[src/rtl/disp_cmd_pkg.sv]
// -----------------------------------------------------------------------------
// disp_cmd_pkg
//   Shared definitions for the display command FIFO path.
//   - wr_state_t      : producer write state encoding (2 bits)
//   - FIFO_FULL       : level of the active-low FIFO full flag when full
//   - STROBE_ACTIVE   : level of the active-low FIFO write strobe when asserted
//   - CMD_W           : command byte width
//   - phase_done()    : true on the last tick of a timed phase
// -----------------------------------------------------------------------------
package disp_cmd_pkg;

    localparam int   CMD_W         = 8;
    localparam logic FIFO_FULL     = 1'b0;
    localparam logic STROBE_ACTIVE = 1'b0;

    typedef enum logic [1:0] {
        WR_IDLE  = 2'd0,
        WR_SETUP = 2'd1,
        WR_PULSE = 2'd2,
        WR_HOLD  = 2'd3
    } wr_state_t;

    // A phase of length len occupies ticks 0 .. len-1; the last one ends it.
    function automatic logic phase_done(input logic [7:0] tick, input logic [7:0] len);
        return (tick == (len - 8'd1));
    endfunction

endpackage

[src/rtl/cmd_fifo_writer.sv]
// -----------------------------------------------------------------------------
// cmd_fifo_writer
//   Producer-side state machine for the display command FIFO. Pulls one byte
//   at a time from the shared command register and writes it into an external
//   asynchronous FIFO, timing the active-low write strobe in system clocks:
//   SETUP_TICKS with data valid and strobe high, PULSE_TICKS with the strobe
//   low, HOLD_TICKS with data held after the strobe rises.
//
//   Optional feature: define CMD_FIFO_WRITER_COUNT_EN to add the wr_count
//   port and its 16-bit completed-write counter.
//
// Parameters (each must be at least 1, at most 256):
//   SETUP_TICKS  clocks of data setup before the strobe falls
//   PULSE_TICKS  clocks the strobe is held low
//   HOLD_TICKS   clocks of data hold after the strobe rises
//
// Ports:
//   clk                in   system clock, rising edge
//   rst                in   asynchronous active-high reset
//   nff                in   FIFO full flag, active low (0 = full)
//   disp_cmd_wr        out  FIFO write strobe, active low
//   disp_cmd_out[7:0]  out  data to FIFO input bus
//   cmdreg_data_avail  in   shared register holds a byte
//   cmdreg_data[7:0]   in   shared register contents
//   cmdreg_rd          out  one-cycle consume strobe to shared register
//   wr_count[15:0]     out  completed writes (CMD_FIFO_WRITER_COUNT_EN only)
//
// All outputs are registered; no combinational input-to-output path exists.
// -----------------------------------------------------------------------------
import disp_cmd_pkg::*;

module cmd_fifo_writer #(
    parameter int SETUP_TICKS = 1,
    parameter int PULSE_TICKS = 3,
    parameter int HOLD_TICKS  = 1
) (
    input  logic             clk,
    input  logic             rst,
    input  logic             nff,
    output logic             disp_cmd_wr,
    output logic [CMD_W-1:0] disp_cmd_out,
    input  logic             cmdreg_data_avail,
    input  logic [CMD_W-1:0] cmdreg_data,
    output logic             cmdreg_rd
`ifdef CMD_FIFO_WRITER_COUNT_EN
    ,
    output logic [15:0]      wr_count
`endif
);

    localparam logic [7:0] SETUP_LEN = 8'(SETUP_TICKS);
    localparam logic [7:0] PULSE_LEN = 8'(PULSE_TICKS);
    localparam logic [7:0] HOLD_LEN  = 8'(HOLD_TICKS);

    wr_state_t  state_r;
    logic [7:0] tick_r;

    // Write FSM, phase tick counter and all output registers.
    always_ff @(posedge clk or posedge rst) begin
        if (rst) begin
            state_r      <= WR_IDLE;
            tick_r       <= 8'd0;
            disp_cmd_wr  <= ~STROBE_ACTIVE;
            disp_cmd_out <= {CMD_W{1'b0}};
            cmdreg_rd    <= 1'b0;
`ifdef CMD_FIFO_WRITER_COUNT_EN
            wr_count     <= 16'd0;
`endif
        end else begin
            // The consume strobe is only ever high for the cycle after accept.
            cmdreg_rd <= 1'b0;

            case (state_r)
                WR_IDLE: begin
                    // Full flag is only looked at here; once a byte is
                    // accepted the write always runs to completion.
                    if (cmdreg_data_avail && (nff != FIFO_FULL)) begin
                        disp_cmd_out <= cmdreg_data;
                        cmdreg_rd    <= 1'b1;
                        tick_r       <= 8'd0;
                        state_r      <= WR_SETUP;
                    end else begin
                        tick_r       <= 8'd0;
                        state_r      <= WR_IDLE;
                    end
                end

                WR_SETUP: begin
                    if (phase_done(tick_r, SETUP_LEN)) begin
                        disp_cmd_wr <= STROBE_ACTIVE;
                        tick_r      <= 8'd0;
                        state_r     <= WR_PULSE;
                    end else begin
                        tick_r      <= tick_r + 8'd1;
                    end
                end

                WR_PULSE: begin
                    if (phase_done(tick_r, PULSE_LEN)) begin
                        // FIFO latches disp_cmd_out on this rising edge.
                        disp_cmd_wr <= ~STROBE_ACTIVE;
`ifdef CMD_FIFO_WRITER_COUNT_EN
                        wr_count    <= wr_count + 16'd1;
`endif
                        tick_r      <= 8'd0;
                        state_r     <= WR_HOLD;
                    end else begin
                        tick_r      <= tick_r + 8'd1;
                    end
                end

                WR_HOLD: begin
                    if (phase_done(tick_r, HOLD_LEN)) begin
                        tick_r  <= 8'd0;
                        state_r <= WR_IDLE;
                    end else begin
                        tick_r  <= tick_r + 8'd1;
                    end
                end

                default: begin
                    // Unreachable with a 2-bit, fully enumerated state; fall
                    // back to a safe idle with the strobe released.
                    disp_cmd_wr <= ~STROBE_ACTIVE;
                    tick_r      <= 8'd0;
                    state_r     <= WR_IDLE;
                end
            endcase
        end
    end

endmodule

[config.mk]
export PLATFORM = sky130hd
export DESIGN_NAME = cmd_fifo_writer
export DESIGN_NICKNAME = d
export VERILOG_FILES = /design/src/rtl/disp_cmd_pkg.sv /design/src/rtl/cmd_fifo_writer.sv
export SDC_FILE = /design/constraint.sdc
export NUM_CORES = 1
export LEC_CHECK = 0
export ABC_AREA = 1
export CORE_MARGIN = 4
export CORE_UTILIZATION = 52
export CTS_CLUSTER_SIZE = 16
export DETAILED_ROUTE_END_ITERATION = 6
export PLACE_DENSITY = 0.9
export SLEW_MARGIN = 5
export SYNTH_ARGS = -nofsm -noshare
export SYNTH_HDL_FRONTEND = slang
export SYNTH_SLANG_ARGS = --single-unit
[constraint.sdc]
create_clock -name clk -period 3.8 [get_ports clk]
set_input_delay 0.76 -clock clk [delete_from_list [all_inputs] [get_ports clk]]
set_output_delay 0.76 -clock clk [all_outputs]
set_load 0.01 [all_outputs]
# Word-level counts from Yosys, hierarchy flattened
# Cells that the tools add are included.
dict set report totals {
  regBits 20
  latchBits 0
  mem_bits_rw 0
  rom_bits 0
  in_bits 12
  output_inout_bits 10
  word_cells 34
  mem_count 0
}
dict set report op_classes {
  addsub 1
  mul 0
  div 0
  order_cmp 0
  eq_ne 7
  shift 0
  mux 13
  n_bitwise 0
  reduce_logical 8
}
# operator count
set op_table {}
lappend op_table {{8-bit one-hot mux with 3 select lines} 1}
lappend op_table {{8-bit two-way mux} 2}
lappend op_table {{8-bit by 1-bit adder with 8-bit output (second input constant)} 1}
lappend op_table {{8-bit by 2-bit == test with 1-bit output (second input constant)} 1}
lappend op_table {{8-bit zero test} 1}
lappend op_table {{2-bit one-hot mux with 4 select lines} 1}
lappend op_table {{2-bit two-way mux} 3}
lappend op_table {{2-bit inequality test (second input constant)} 3}
lappend op_table {{3-bit AND reduction} 2}
lappend op_table {{1-bit two-way mux} 5}
lappend op_table {{2-bit == test (second input constant)} 2}
lappend op_table {{2-bit by 1-bit == test with 1-bit output (second input constant)} 1}
lappend op_table {{2-bit zero test} 1}
lappend op_table {{1-bit one-hot mux with 2 select lines} 1}
lappend op_table {{2-bit AND reduction} 1}
lappend op_table {{2-bit nonzero test} 1}
lappend op_table {{2-bit OR reduction} 1}
lappend op_table {{1-bit logical AND} 1}

# Longest topological paths before layout
dict set report logic_depth {
  ltp_word 3
  depth_mapped 7
  mapped_depth_nobuf 7
}

# Least setup slack after synthesis
# No wires, ideal clock.
dict set report synth_path {
  path_type {reg-to-reg}
  startpoint {register state_r[1]}
  endpoint {register tick_r[2]}
  setup_time_ps 120
  arrival_time_ps 1217
  path_slack_ps 2463
  path_stages_with_launch 8
  path_buffers 0
  cell_sequence {dfrtp_1 -> inv_1 -> ha_1 -> or2_2 -> o21ai_2 -> nand2_2 -> nand2_4 -> nor2_1}
}
dict set report synth_between {
  elab_chain_cells 3
  elab_cells_between_ends 6
  cone_classes {eq/ne: 3; mux: 1; reduce/logical: 2}
}
# element line
set synth_rtl {}
lappend synth_rtl {{start, declared} cmd_fifo_writer.sv:55} ;# wr_state_t state_r;
lappend synth_rtl {{start signal, assigned} cmd_fifo_writer.sv:61} ;# state_r <= WR_IDLE;
lappend synth_rtl {{start signal, assigned} cmd_fifo_writer.sv:81} ;# state_r <= WR_SETUP;
lappend synth_rtl {{start signal, assigned} cmd_fifo_writer.sv:84} ;# state_r <= WR_IDLE;
lappend synth_rtl {{2-bit == test / 2-bit by 1-bit == test with 1-bit output (equally long branches)} cmd_fifo_writer.sv:73} ;# case (state_r)
lappend synth_rtl {{2-bit OR reduction (no line)} --}
lappend synth_rtl {{8-bit one-hot mux with 3 select lines *} cmd_fifo_writer.sv:73}
lappend synth_rtl {{end signal, assigned} cmd_fifo_writer.sv:94} ;# tick_r <= tick_r + 8'd1;
lappend synth_rtl {{end signal, assigned} cmd_fifo_writer.sv:108} ;# tick_r <= tick_r + 8'd1;
lappend synth_rtl {{end signal, assigned} cmd_fifo_writer.sv:117} ;# tick_r <= tick_r + 8'd1;
lappend synth_rtl {{end, declared} cmd_fifo_writer.sv:56} ;# logic [7:0] tick_r;
# Mark *: on every way between the ends. The rest lies on a longest branch, timed or not.
# A chain may end at the register's enable or synchronous reset.

# Final worst setup path
dict set report layout_path {
  startpoint {register disp_cmd_wr}
  endpoint {output disp_cmd_wr}
}
# element line
set layout_lines {}
lappend layout_lines {{start, declared} cmd_fifo_writer.sv:40} ;# output logic disp_cmd_wr,
lappend layout_lines {{start signal, assigned} cmd_fifo_writer.sv:63} ;# disp_cmd_wr <= ~STROBE_ACTIVE;
lappend layout_lines {{start signal, assigned} cmd_fifo_writer.sv:101} ;# disp_cmd_wr <= ~STROBE_ACTIVE;
lappend layout_lines {{start signal, assigned} cmd_fifo_writer.sv:124} ;# disp_cmd_wr <= ~STROBE_ACTIVE;
# No word-level cell between the ends.

==> impl_metrics.json <==
{
  "fp.dieW_um": 51.4,
  "synth_top_area_share": 0.487,
  "synth.distinct_cells": 18,
  "startpoint": "disp_cmd_wr$_DFFE_PP1P_",
  "cp.required_ps": 3040,
  "insertion_delay_ps": 290,
  "hold_buffers": 0,
  "crit_fanout": 2,
  "max_stage_delay_ps": 540,
  "core-area_um2": 1750,
  "max_freq_mhz": 473,
  "port_buffers": 21,
  "critPathCaptureType": "output pin",
  "status": "finished clean",
  "crit_family": "flip-flops",
  "rsz0062_at_grt": "no",
  "antenna_left": 0,
  "worstPathArrival_ps": 1350,
  "drtIter0Drc": 15,
  "cap_violations": 0,
  "regToRegSetupSlack_ps": 2300,
  "numCtsBuffers": 3,
  "ctsLongestPathBuffers": 2,
  "finalSetupViolations": 0,
  "synth_largest_area_cell": "dfrtp_1",
  "die_y_um": 51.4,
  "drt_pre_antenna_iters": 4,
  "io_pins": 22,
  "dieArea_um2": 2640,
  "synth_fp_nets": 130,
  "row_count": 15,
  "maxSlewHeadroom": 0.515,
  "r2r_start": "state_r[1]$_DFFE_PP0P_",
  "diodes": 0,
  "wl_per_cell_um": 11.1,
  "path_cells": "clkdlybuf4s50_1",
  "period_minus_slack_ps": 2110,
  "ys_seq_elements": 20,
  "worstMarginPinSlew_ps": 727,
  "layout_worst_path_cycle_share": 0.556,
  "crit_type": "flop to output pin",
  "drt-total-wl_mm": 1.79,
  "path_buf_inv": 1,
  "syn_inst": 111,
  "hp-class": "flop to flop",
  "min-delay-start": "disp_cmd_wr$_DFFE_PP1P_",
  "syn_to_final_growth_pct": 27.4,
  "grt_usage": 0.164,
  "clkTransAtPathRegs_ps": 100,
  "finalHoldViolCount": 0,
  "power.density_nw_per_um2": 613,
  "ys_seq_area_frac": 0.513,
  "antenna_found_initial": 0,
  "vdd_drop_max_v": 0.000405,
  "htreeDepth": 1,
  "gp_congestion": 0.765,
  "viasPerCell": 4.74,
  "ff2ff_path_depth": 7,
  "leakagePower_nw": 0.597,
  "hold_path_depth": 2,
  "ys_top_cells_by_area": "dfrtp_1 49%, nand2_1 16%, ha_1 9.0%",
  "hpwl_mm": 1.39,
  "post_cts_resized": 0,
  "whs_ps": 473,
  "grt_first_pass_wirelength_mm": 3.26,
  "drive_gt1_frac": 0.0809,
  "grt_pass1_vias": 751,
  "drv_slew": 0,
  "syn_area_um2": 977,
  "numClockSinks": 20,
  "grt_overflow_total": 0,
  "vias": 763,
  "min_to": "disp_cmd_wr$_DFFE_PP1P_",
  "cts_tree": "built",
  "start_kind": "flop",
  "slowest_stage": "dfstp_2",
  "clockRootBuffer": "clkbuf_4",
  "r2r_end": "tick_r[7]$_DFF_PP0_",
  "final_nets": 156,
  "skew_ps": 5.26,
  "initial_core_util": 0.560,
  "route.detailed.drc": 0,
  "tns_ps": 0,
  "ys_warn_count": 0,
  "syn_avg_cell_area_um2": 8.80,
  "post_cts_buffers": 0,
  "grt_max_degree": 21
}
per-layer routing:
layer | routed length (µm) | GRT usage
met1 | 796 | 0.212
met2 | 924 | 0.283
met3 | 52 | 0.0233
met4 | 19 | 0.0524
met5 | 0 | 0
cell type report:
| class | count | area [µm²] |
|---|---|---|
| fill | 130 | 500 |
| inverter | 9 | 33.8 |
| tap | 25 | 31.3 |
| clock buffer | 4 | 26.3 |
| timing repair buffer | 21 | 210 |
| sequential | 20 | 502 |
| multi-input combinational | 82 | 442 |
cells in the final DEF, fill, tap and decap left out:
cell	count
xor2_1	4
or2_2	1
o31ai_1	1
nand3_2	1
nand2_1	41
nand2_4	1
nor2_2	1
inv_1	8
clkbuf_4	3
clkbuf_1	1
clkdlybuf4s50_1	21
nand2_2	1
dfrtp_1	19
o21ai_2	2
nand3_1	4
nor2_1	14
clkinv_1	1
ha_1	7
xnor2_1	2
dfstp_2	1
o21ai_0	2
cells in the mapped netlist (all sizes together):
master and count:
nand2 43, dfrtp 19, nor2 15, inv 8, ha 7, nand3 5, o21ai 4, xor2 4
xnor2 2, clkinv 1, dfstp 1, o31ai 1, or2 1
report_power, final:
group          internal, W  switching [W]  leakage, nW
clock            0.0000407      0.0000602       0.0150
combinational     0.000163       0.000177        0.323
sequential        0.000279      0.0000432        0.260
total             0.000483       0.000281        0.597
flip-flops by register name, summed over array words and instances, names as in the netlist:
name and flops:
disp_cmd_out 8, disp_cmd_wr 1, tick_r 8, cmdreg_rd 1
state_r 2
cells by family after synthesis:
kind of cell	count (synthesis)	synth area share
flops	20	0.513
xor+xnor	6	0.0538
simple gates	64	0.273
fa+ha+maj	7	0.0896
buf+inv	9	0.0346
compound gates	5	0.0359
worst max-delay path by stage:
stage | depth (start not counted) | endpoint
after global routing | 1 | disp_cmd_wr
after floorplan | 7 | tick_r[2]$_DFF_PP0_
after detailed placement | 5 | disp_cmd_out[4]$_DFFE_PP0P_
after CTS | 1 | disp_cmd_wr
final | 1 | disp_cmd_wr
after global placement | 5 | disp_cmd_out[0]$_DFFE_PP0P_
stage by stage:
stage | instances | total power (W) | instance area (µm²) | setup slack (ps) | util
after detailed placement | 157 | 0.000669 | 1220 | 1880 | 0.698
after global placement | 157 | 0.000657 | 1220 | 1920 | 0.698
after CTS | 161 | 0.000772 | 1240 | 1670 | 0.713
after global routing | 161 | 0.000831 | 1240 | 1650 | 0.713
after floorplan | 111 | 0.000519 | 977 | 2460 | -
final | 161 | 0.000764 | 1240 | 1690 | 0.713
(Power assumes the default switching activity.)
